**src/rtl/p10_prm_pkg.sv**
```systemverilog
// Shared types for the parameter access controller: ROM descriptor layout,
// access rights, response status codes and the fixed parameter map.
package p10_prm_pkg;

    localparam int PRM_VAL_W = 32;

    typedef enum logic [1:0] {
        ACC_RW = 2'd0,
        ACC_RO = 2'd1,
        ACC_WO = 2'd2
    } prm_access_t;

    typedef struct packed {
        logic [PRM_VAL_W-1:0] min_val;
        logic [PRM_VAL_W-1:0] max_val;
        prm_access_t          access;
        logic                 is_exec;
    } prm_entry_t;

    localparam logic [1:0] ST_OK       = 2'd0;
    localparam logic [1:0] ST_BAD_ADDR = 2'd1;
    localparam logic [1:0] ST_DENIED   = 2'd2;
    localparam logic [1:0] ST_RANGE    = 2'd3;

    localparam int ADDR_FREQ_HZ      = 0;
    localparam int ADDR_DUTY_PERCENT = 1;
    localparam int ADDR_PHASE_DEGREE = 2;
    localparam int ADDR_APPLY        = 3;
    localparam int ADDR_VERSION      = 4;
    localparam int ADDR_KEY          = 5;

endpackage

```
**src/rtl/p10_prm_ctrl.sv**
```systemverilog
// Parameter ROM / value register access controller: one request at a time.
// Build option P10_PRM_CLAMP_EN: out-of-range non-exec writes saturate and store.
//
// state | meaning
// IDLE  | ready for a request, captures write/addr/data on accept
// FETCH | ROM address issued, waiting for the registered descriptor
// CHECK | descriptor valid: rights, range and exec evaluation
// RESP  | response held until rsp_ready
module p10_prm_ctrl
    import p10_prm_pkg::*;
#(
    parameter int PRM_COUNT = 8,
    parameter int VAL_W     = PRM_VAL_W,
    localparam int AW       = $clog2(PRM_COUNT + 1)
) (
    input  logic                     clk,
    input  logic                     rst,
    input  logic                     req_valid,
    output logic                     req_ready,
    input  logic                     req_write,
    input  logic [AW-1:0]            req_addr,
    input  logic [VAL_W-1:0]         req_data,
    output logic                     rsp_valid,
    input  logic                     rsp_ready,
    output logic [1:0]               rsp_status,
    output logic [VAL_W-1:0]         rsp_data,
    output logic [AW-1:0]            rom_addr,
    input  prm_entry_t               rom_entry,
    output logic [PRM_COUNT*VAL_W-1:0] prm_values,
    output logic [PRM_COUNT-1:0]     exec_strobe
);

    typedef enum logic [1:0] {S_IDLE, S_FETCH, S_CHECK, S_RESP} state_t;

    state_t state, state_nxt;

    logic             wr_q;
    logic [AW-1:0]    addr_q;
    logic [VAL_W-1:0] data_q;
    logic [VAL_W-1:0] values [PRM_COUNT];
    logic [VAL_W-1:0] cur_val;
    logic             addr_bad;
    logic             in_range;
    logic [1:0]       chk_status;
    logic [VAL_W-1:0] chk_data;
    logic             chk_store;
    logic             chk_fire;

    assign addr_bad = (req_addr >= AW'(PRM_COUNT));
    assign in_range = (data_q >= rom_entry.min_val) && (data_q <= rom_entry.max_val);

    always_ff @(posedge clk or posedge rst) begin
        if (rst) state <= S_IDLE;
        else     state <= state_nxt;
    end

    always_comb begin
        state_nxt = state;
        req_ready = 1'b0;
        rsp_valid = 1'b0;
        case (state)
            S_IDLE: begin
                req_ready = 1'b1;
                if (req_valid) state_nxt = addr_bad ? S_RESP : S_FETCH;
            end
            S_FETCH: state_nxt = S_CHECK;
            S_CHECK: state_nxt = S_RESP;
            S_RESP: begin
                rsp_valid = 1'b1;
                if (rsp_ready) state_nxt = S_IDLE;
            end
            default: state_nxt = S_IDLE;
        endcase
    end

    always_comb begin
        cur_val = '0;
        for (int i = 0; i < PRM_COUNT; i++)
            if (addr_q == AW'(i)) cur_val = values[i];
    end

    // Rights first, then read, then exec write, then ranged write.
    always_comb begin
        chk_status = ST_OK;
        chk_data   = '0;
        chk_store  = 1'b0;
        chk_fire   = 1'b0;
        if ((wr_q && rom_entry.access == ACC_RO) || (!wr_q && rom_entry.access == ACC_WO)) begin
            chk_status = ST_DENIED;
        end else if (!wr_q) begin
            chk_data = rom_entry.is_exec ? '0 : cur_val;
        end else if (rom_entry.is_exec) begin
            if (data_q > VAL_W'(1)) chk_status = ST_RANGE;
            else                    chk_fire   = data_q[0];
        end else if (in_range) begin
            chk_store = 1'b1;
            chk_data  = data_q;
        end else begin
            chk_status = ST_RANGE;
`ifdef P10_PRM_CLAMP_EN
            chk_store = 1'b1;
            chk_data  = (data_q < rom_entry.min_val) ? rom_entry.min_val : rom_entry.max_val;
`else
            chk_data  = cur_val;
`endif
        end
    end

    always_ff @(posedge clk or posedge rst) begin
        if (rst) begin
            wr_q        <= 1'b0;
            addr_q      <= '0;
            data_q      <= '0;
            rom_addr    <= '0;
            rsp_status  <= '0;
            rsp_data    <= '0;
            exec_strobe <= '0;
            for (int i = 0; i < PRM_COUNT; i++) values[i] <= '0;
        end else begin
            exec_strobe <= '0;
            case (state)
                S_IDLE: begin
                    if (req_valid) begin
                        wr_q   <= req_write;
                        addr_q <= req_addr;
                        data_q <= req_data;
                        if (addr_bad) begin
                            rsp_status <= ST_BAD_ADDR;
                            rsp_data   <= '0;
                        end else begin
                            rom_addr <= req_addr;
                        end
                    end
                end
                S_CHECK: begin
                    rsp_status <= chk_status;
                    rsp_data   <= chk_data;
                    // Strobe lands on the first cycle of RESP.
                    for (int i = 0; i < PRM_COUNT; i++) begin
                        if (addr_q == AW'(i)) begin
                            if (chk_store) values[i] <= chk_data;
                            exec_strobe[i] <= chk_fire;
                        end
                    end
                end
                default: ;
            endcase
        end
    end

    for (genvar g = 0; g < PRM_COUNT; g++) begin : g_values
        assign prm_values[g*VAL_W +: VAL_W] = values[g];
    end

endmodule

```
**config.mk**
```make
export PLATFORM = sky130hd
export DESIGN_NAME = p10_prm_ctrl
export DESIGN_NICKNAME = d
export VERILOG_FILES = /design/src/rtl/p10_prm_pkg.sv /design/src/rtl/p10_prm_ctrl.sv
export SDC_FILE = /design/constraint.sdc
export NUM_CORES = 1
export LEC_CHECK = 0
export ABC_CLOCK_PERIOD_IN_PS = 13200
export BUFFER_PORTS_ARGS = -buffer_cell sky130_fd_sc_hd__buf_2
export CAP_MARGIN = 20
export CORE_MARGIN = 4
export CORE_UTILIZATION = 55
export CTS_BUF_LIST = sky130_fd_sc_hd__clkbuf_4
export CTS_CLUSTER_DIAMETER = 100
export DETAILED_ROUTE_END_ITERATION = 7
export MAX_ROUTING_LAYER = met4
export PLACE_DENSITY = 0.92
export SLEW_MARGIN = 20
export SYNTH_ARGS = -nofsm -noshare
export SYNTH_HDL_FRONTEND = slang
export SYNTH_SLANG_ARGS = --single-unit
```
**constraint.sdc**
```tcl
create_clock -name clk -period 13.2 [get_ports clk]
set_clock_uncertainty 0.1 [all_clocks]
set_input_delay 2.64 -clock clk [delete_from_list [all_inputs] [get_ports clk]]
set_output_delay 2.64 -clock clk [all_outputs]
set_load 0.05 [all_outputs]
```
Yosys cells after proc, flatten, opt, wreduce, memory -nomap -nowiden
Cells that the tools add are included.
{"block": "classes", "order_cmp": 4, "n_eq_ne": 15, "mux": 47, "bitwise": 1, "reduce_logical": 20}
{"operator": "2-to-1 mux 32 bit", "count": 15}
{"operator": "one-hot mux 32 bit (2 select lines)", "count": 1}
{"operator": "greater-or-equal comparator 32 bit", "count": 1}
{"operator": "greater-than comparator 32 x 1 -> 1 bit, second input constant", "count": 1}
{"operator": "less-or-equal comparator 32 bit", "count": 1}
{"operator": "AND reduction 3 bit", "count": 10}
{"operator": "2-to-1 mux 2 bit", "count": 10}
{"operator": "2-to-1 mux 1 bit", "count": 18}
{"operator": "== test 4 x 3 -> 1 bit, second input constant", "count": 4}
{"operator": "== test 4 x 2 -> 1 bit, second input constant", "count": 2}
{"operator": "2-to-1 mux 8 bit", "count": 1}
{"operator": "one-hot mux 2 bit (4 select lines)", "count": 1}
{"operator": "== test 2 bit, second input constant", "count": 3}
{"operator": "!= test 2 bit, second input constant", "count": 3}
{"operator": "== test 2 x 1 -> 1 bit, second input constant", "count": 2}
{"operator": "== test 4 x 1 -> 1 bit, second input constant", "count": 1}
{"operator": "greater-or-equal comparator 4 bit, second input constant", "count": 1}
{"operator": "logical NOT 4 bit", "count": 1}
{"operator": "one-hot mux 2 bit (2 select lines)", "count": 1}
{"operator": "AND reduction 2 bit", "count": 2}
{"operator": "logical AND 1 bit", "count": 3}
{"operator": "logical NOT 2 bit", "count": 1}
{"operator": "nonzero test 2 bit", "count": 1}
{"operator": "logical NOT 1 bit", "count": 1}
{"operator": "other kinds (2)", "count": 2}
{"block": "word_totals", "register_bits": 341, "input_bits": 108, "out_inout_bits": 304, "word_cells": 103}

Logic depth before layout (Yosys ltp)
{"block": "logic_depth", "word_depth": 14, "ltp_mapped": 12, "depth_no_buf": 10}

Least setup slack after synthesis
Ideal clock, no wire load.
{"block": "synth_path", "path_type": "input-to-reg", "startpoint": "input rom_entry[28] in the netlist's numbering", "endpoint": "register values, in the netlist prm_values[128]", "arrival_time_ps": 5107, "t_required_ps": 12956, "slack_ps": 7849, "path_stages": 12, "cell_sequence": "inv_1 > ha_1 > nand4_1 > nor4_1 > and4_1 > inv_2 > nor4_4 > nor2_1 > or4_1 > clkbuf_1 > buf_2 > mux2i_1"}
{"block": "synth_via", "elab_chain_cells": 7}
{"item": "from (decl)", "line_no": "p10_prm_ctrl.sv:28", "text": "input prm_entry_t rom_entry,"}
{"item": "less-or-equal comparator 32 bit (*)", "line_no": "p10_prm_ctrl.sv:50", "text": "assign in_range = (data_q >= rom_entry.min_val) && (data_q <= rom_entry.max_val);"}
{"item": "logical AND 1 bit (*)", "line_no": "p10_prm_ctrl.sv:50"}
{"item": "2-to-1 mux 1 bit", "line_no": "p10_prm_ctrl.sv:95", "text": "end else if (in_range) begin"}
{"item": "2-to-1 mux 1 bit", "line_no": "p10_prm_ctrl.sv:92", "text": "end else if (rom_entry.is_exec) begin"}
{"item": "2-to-1 mux 1 bit", "line_no": "p10_prm_ctrl.sv:90", "text": "end else if (!wr_q) begin"}
{"item": "2-to-1 mux 1 bit", "line_no": "p10_prm_ctrl.sv:88", "text": "if ((wr_q && rom_entry.access == ACC_RO) || (!wr_q && rom_entry.access == ACC_WO)) begin"}
{"item": "AND reduction 3 bit (no line)"}
{"item": "to (signal, indexed assignment)", "line_no": "p10_prm_ctrl.sv:141", "text": "if (chk_store) values[i] <= chk_data;"}
{"item": "to (decl)", "line_no": "p10_prm_ctrl.sv:40", "text": "logic [VAL_W-1:0] values [PRM_COUNT];"}
Every way passes the cells marked *; elsewhere a longest branch is shown, timed or not.
A chain may end at the register's enable or synchronous reset.

Worst setup path in the final report
{"block": "layout_path", "startpoint": "input rom_entry[37] in the netlist's numbering", "endpoint": "register values, in the netlist prm_values[130]"}
{"block": "layout_via", "elab_chain_cells": 7}
{"item": "greater-or-equal comparator 32 bit (*)", "line_no": "p10_prm_ctrl.sv:50"}
{"item": "logical AND 1 bit (*)", "line_no": "p10_prm_ctrl.sv:50"}
{"item": "2-to-1 mux 1 bit", "line_no": "p10_prm_ctrl.sv:95"}
{"item": "2-to-1 mux 1 bit", "line_no": "p10_prm_ctrl.sv:92"}
{"item": "2-to-1 mux 1 bit", "line_no": "p10_prm_ctrl.sv:90"}
{"item": "2-to-1 mux 1 bit", "line_no": "p10_prm_ctrl.sv:88"}
{"item": "AND reduction 3 bit (no line)"}
Marked as above.

==> key figures <==
Die
  • Chip width: 179 um
  • Io pins: 412
  • Die height: 179 um
  • Starting Density: 56.0%
  • Number of cell rows: 62
  • Placeable core area: 28800 um^2
  • Die area: 32100 um^2

Logic synthesis
  • Adder-cell share of the synthesized area: 5.20%
  • Post-synthesis sequential area ratio: 52.9%
  • Mapped Avg Cell Area: 10.2 um^2
  • Synth area leaders: dfrtp_1 (53%), o21ai_0 (7.9%), nand2_1 (7.1%), mux2i_1 (7.1%), ha_1 (5.2%)
  • Post-synthesis simple-gate area fraction: 10.9%
  • Synth warn: 0
  • Post-synthesis mux area share: 13.1%
  • Post-synthesis compound-gate area fraction: 12.6%
  • Flops & latches, synth: 341
  • Cells after synthesis: 1578
  • Largest family of logic cells by synthesized area: multiplexers
  • Yosys top cell area share: 52.9%
  • Synth cell types: 45
  • Synth area leader: dfrtp_1
  • EDFF count, synth: 0
  • Syn Nets: 1753
  • Fraction of registers with async set or reset after synthesis: 100%
  • Post-Synth XOR/XNOR Area: 0%
  • Top_reg_cell synth: dfrtp_1
  • Synthesized area: 16100 um^2

CTS
  • Clock root buffer master: clkbuf_4
  • Cells resized by post-CTS repair: 0
  • Postcts setup bufs: 0
  • Htree depth: 3
  • Clk_lat worst skew: 730 ps
  • Clock buffer depth: 3
  • # hold bufs at CTS: 0
  • Clock sinks: 341
  • CTS tree: built
  • CTS clk-pin slew, worst paths: 70 ps
  • Num CTS Buffers: 88

Pwr
  • P_sw: 1.98 mW
  • Share of total power in sequential cells: 35.5%
  • Combinational power share: 43.8%
  • Clock network power share: 20.7%
  • Leak: 10.9 nW
  • Peak supply drop: 223 uV
  • Power per cell area: 212 nW/um^2
  • Cell-internal power: 2.19 mW
  • Switching share of power: 47.6%

Setup path
  • Critical Path RT: 13670 ps
  • Critical Path Start: rom_entry[37]
  • CP cell instances: buf_2, inv_1, ha_1, a211o_1, a31oi_1, o41ai_1, a31oi_1, a31oi_2, nand2b_1, or4_2, mux2i_1
  • CP startpoint kind: input pin
  • CP max stage cell: or4_2
  • Most Frequent Cell on Critical Path: a31oi_1
  • Reg2Reg Depth: 9
  • Worst Path Max Fanout: 32
  • Reg2reg start: data_q[2]$_DFFE_PP0P_
  • CP Class: input pin to register
  • FF-to-FF End: prm_values[130]$_DFFE_PP0P_
  • Worst setup EP type: register
  • CP endpoint: prm_values[130]$_DFFE_PP0P_
  • Worst EP arrival: 6460 ps
  • Slowest stage delay, CP: 1140 ps
  • R2R Setup Slk: 8720 ps

Layout
  • Storage element area: 8540 um^2
  • Multi-input logic area: 6850 um^2
  • Layout fillers: 2125
  • Non-Filler Instances: 2457
  • Syn-to-layout area delta: 21.9%
  • Most frequent cells in the layout: buf_2 (411), dfrtp_1 (339), nand2_1 (305)
  • Final #Nets: 2192
  • Most common cell after layout, fill and taps aside: buf_2
  • Share of post-route cells with drive strength above 1: 31.1%

Detailed routing
  • ANT nets after route: 0
  • Post-Route WL: 58200 um
  • Via/cell ratio: 6.15
  • DR WL/cell: 23.7 um
  • Vias: 15103
  • DR pass1 iterations: 6
  • Detailed Route Iter0 Violations: 1567
  • # DRC: 0

Worst hold path
  • Hold/Removal Path Class: register to register

Timing
  • Worst-Margin Slew: 1160 ps
  • Tcrit/Tclk final: 45.4%
  • RSZ-0062 raised after global routing: false
  • Final setup violation count: 0
  • Slew HR: 22.5%
  • Setup TNS: 0 ps
  • Fmax: 167 MHz
  • Slew Viols, Final: 0
  • Crit path time final: 5990 ps
  • Hold Violations, Final: 0

Placed design
  • DP HPWL: 39700 um
  • Placer Congestion: 0.887
  • Dpl cells: 2310
  • Port Buf Inserts: 411

Global routing
  • Total GRT Usage: 36.4%
  • Congestion Overflow GR: 0
  • First-pass GRT wire length: 86400 um
  • Vias in the first global route: 15435
  • Initial antenna violation count: 2
  • Largest net degree at the start of global routing: 111

Run status
  • Status: finished clean

Flow run
  • Max_cap viols: 0
[metal layers]
layer | global-route usage (%) | vias to the layer above | wire length, um
met3 | 10.9 | 310 | 7200
met4 | 24.0 | 0 | 4370
met5 | - | - | 0
met1 | 41.6 | 7251 | 19900
met2 | 55.8 | 1141 | 26700
li1 | - | 6401 | -
[through the flow]
stage	hold WS (ps)	power, mW	cell area [um^2]	setup WS (ps)	util (%)
final	379	4.17	19700	7210	68.3
after global routing	399	4.37	19700	7130	68.3
after CTS	380	4.14	19600	7100	68.2
after detailed placement	366	3.27	18600	6370	64.6
after global placement	356	3.19	18600	6530	64.6
after floorplan	393	2.64	16100	1010	-
[logic make-up (layout without fill, tap and decap cells)]
| group | after synthesis | count (layout) |
|---|---|---|
| DFF | 341 | 341 |
| AOI/OAI and AO/OA | 354 | 354 |
| buffers and inverters | 221 | 714 |
| adders and majority gates | 67 | 67 |
| muxes | 177 | 177 |
| other | 0 | 2 |
| and+or+nand+nor | 418 | 418 |
[state kept, by name, summed over array words and instances, names as in the netlist]
| signal | cells |
|---|---|
| prm_values | 256 |
| data_q | 32 |
| rsp_data | 32 |
| exec_strobe | 8 |
| addr_q | 4 |
| rom_addr | 4 |
| rsp_status | 2 |
| state | 2 |
| wr_q | 1 |
[how the worst min path moves through the flow]
stage                                   from                       end  slack, ps  cells after the start
global placement    rsp_data[24]$_DFFE_PP0P_  rsp_data[24]$_DFFE_PP0P_        360                      2
floorplan              addr_q[3]$_DFFE_PP0P_     addr_q[3]$_DFFE_PP0P_        390                      2
finish               rsp_data[8]$_DFFE_PP0P_   rsp_data[8]$_DFFE_PP0P_        380                      2
CTS                 rsp_data[23]$_DFFE_PP0P_  rsp_data[23]$_DFFE_PP0P_        380                      2
global route        rsp_data[18]$_DFFE_PP0P_  rsp_data[18]$_DFFE_PP0P_        400                      2
detailed placement  rsp_data[23]$_DFFE_PP0P_  rsp_data[23]$_DFFE_PP0P_        370                      2
[critical path, delay by kind of cell]
family | cells | cell delay, ps
adders and majority gates | 1 | 290
and+or+nand+nor | 2 | 1350
muxes | 1 | 360
AOI/OAI and AO/OA | 5 | 1680
buffers and inverters | 2 | 120
[synthesized netlist by cell type, types with 6 or more instances]
cell type and count:
dfrtp_1 341, nand2_1 305, o21ai_0 255, inv_1 134, mux2i_1 114, clkbuf_1 71, ha_1 67, mux2_2 39
nor2_1 33, a222oi_1 31, a21oi_1 29, nand3_1 28, mux4_2 24, nand4_1 11, nor4_1 11, a21o_1 10
buf_2 10, nor2b_1 10, o211ai_1 6
[power groups by stage]
stage                     registers, mW  clock network [mW]  logic (mW)
after CTS                          1.47               0.870        1.79
final                              1.48               0.863        1.82
after global placement             1.48                   0        1.72
after global routing               1.50               0.928        1.94
after detailed placement           1.49                   0        1.78
after floorplan                    1.76                   0       0.874
[layout make-up]
cell class,count,share of cell area [%]
antenna,2,0.0255
clock buffer,124,4.73
timing repair buffer,435,11.5
tap,384,2.44
inverter,135,2.62
clock inverter,20,0.471
sequential,341,43.4
multi-input combinational,1016,34.8
Power figures use the tool's default switching activity.
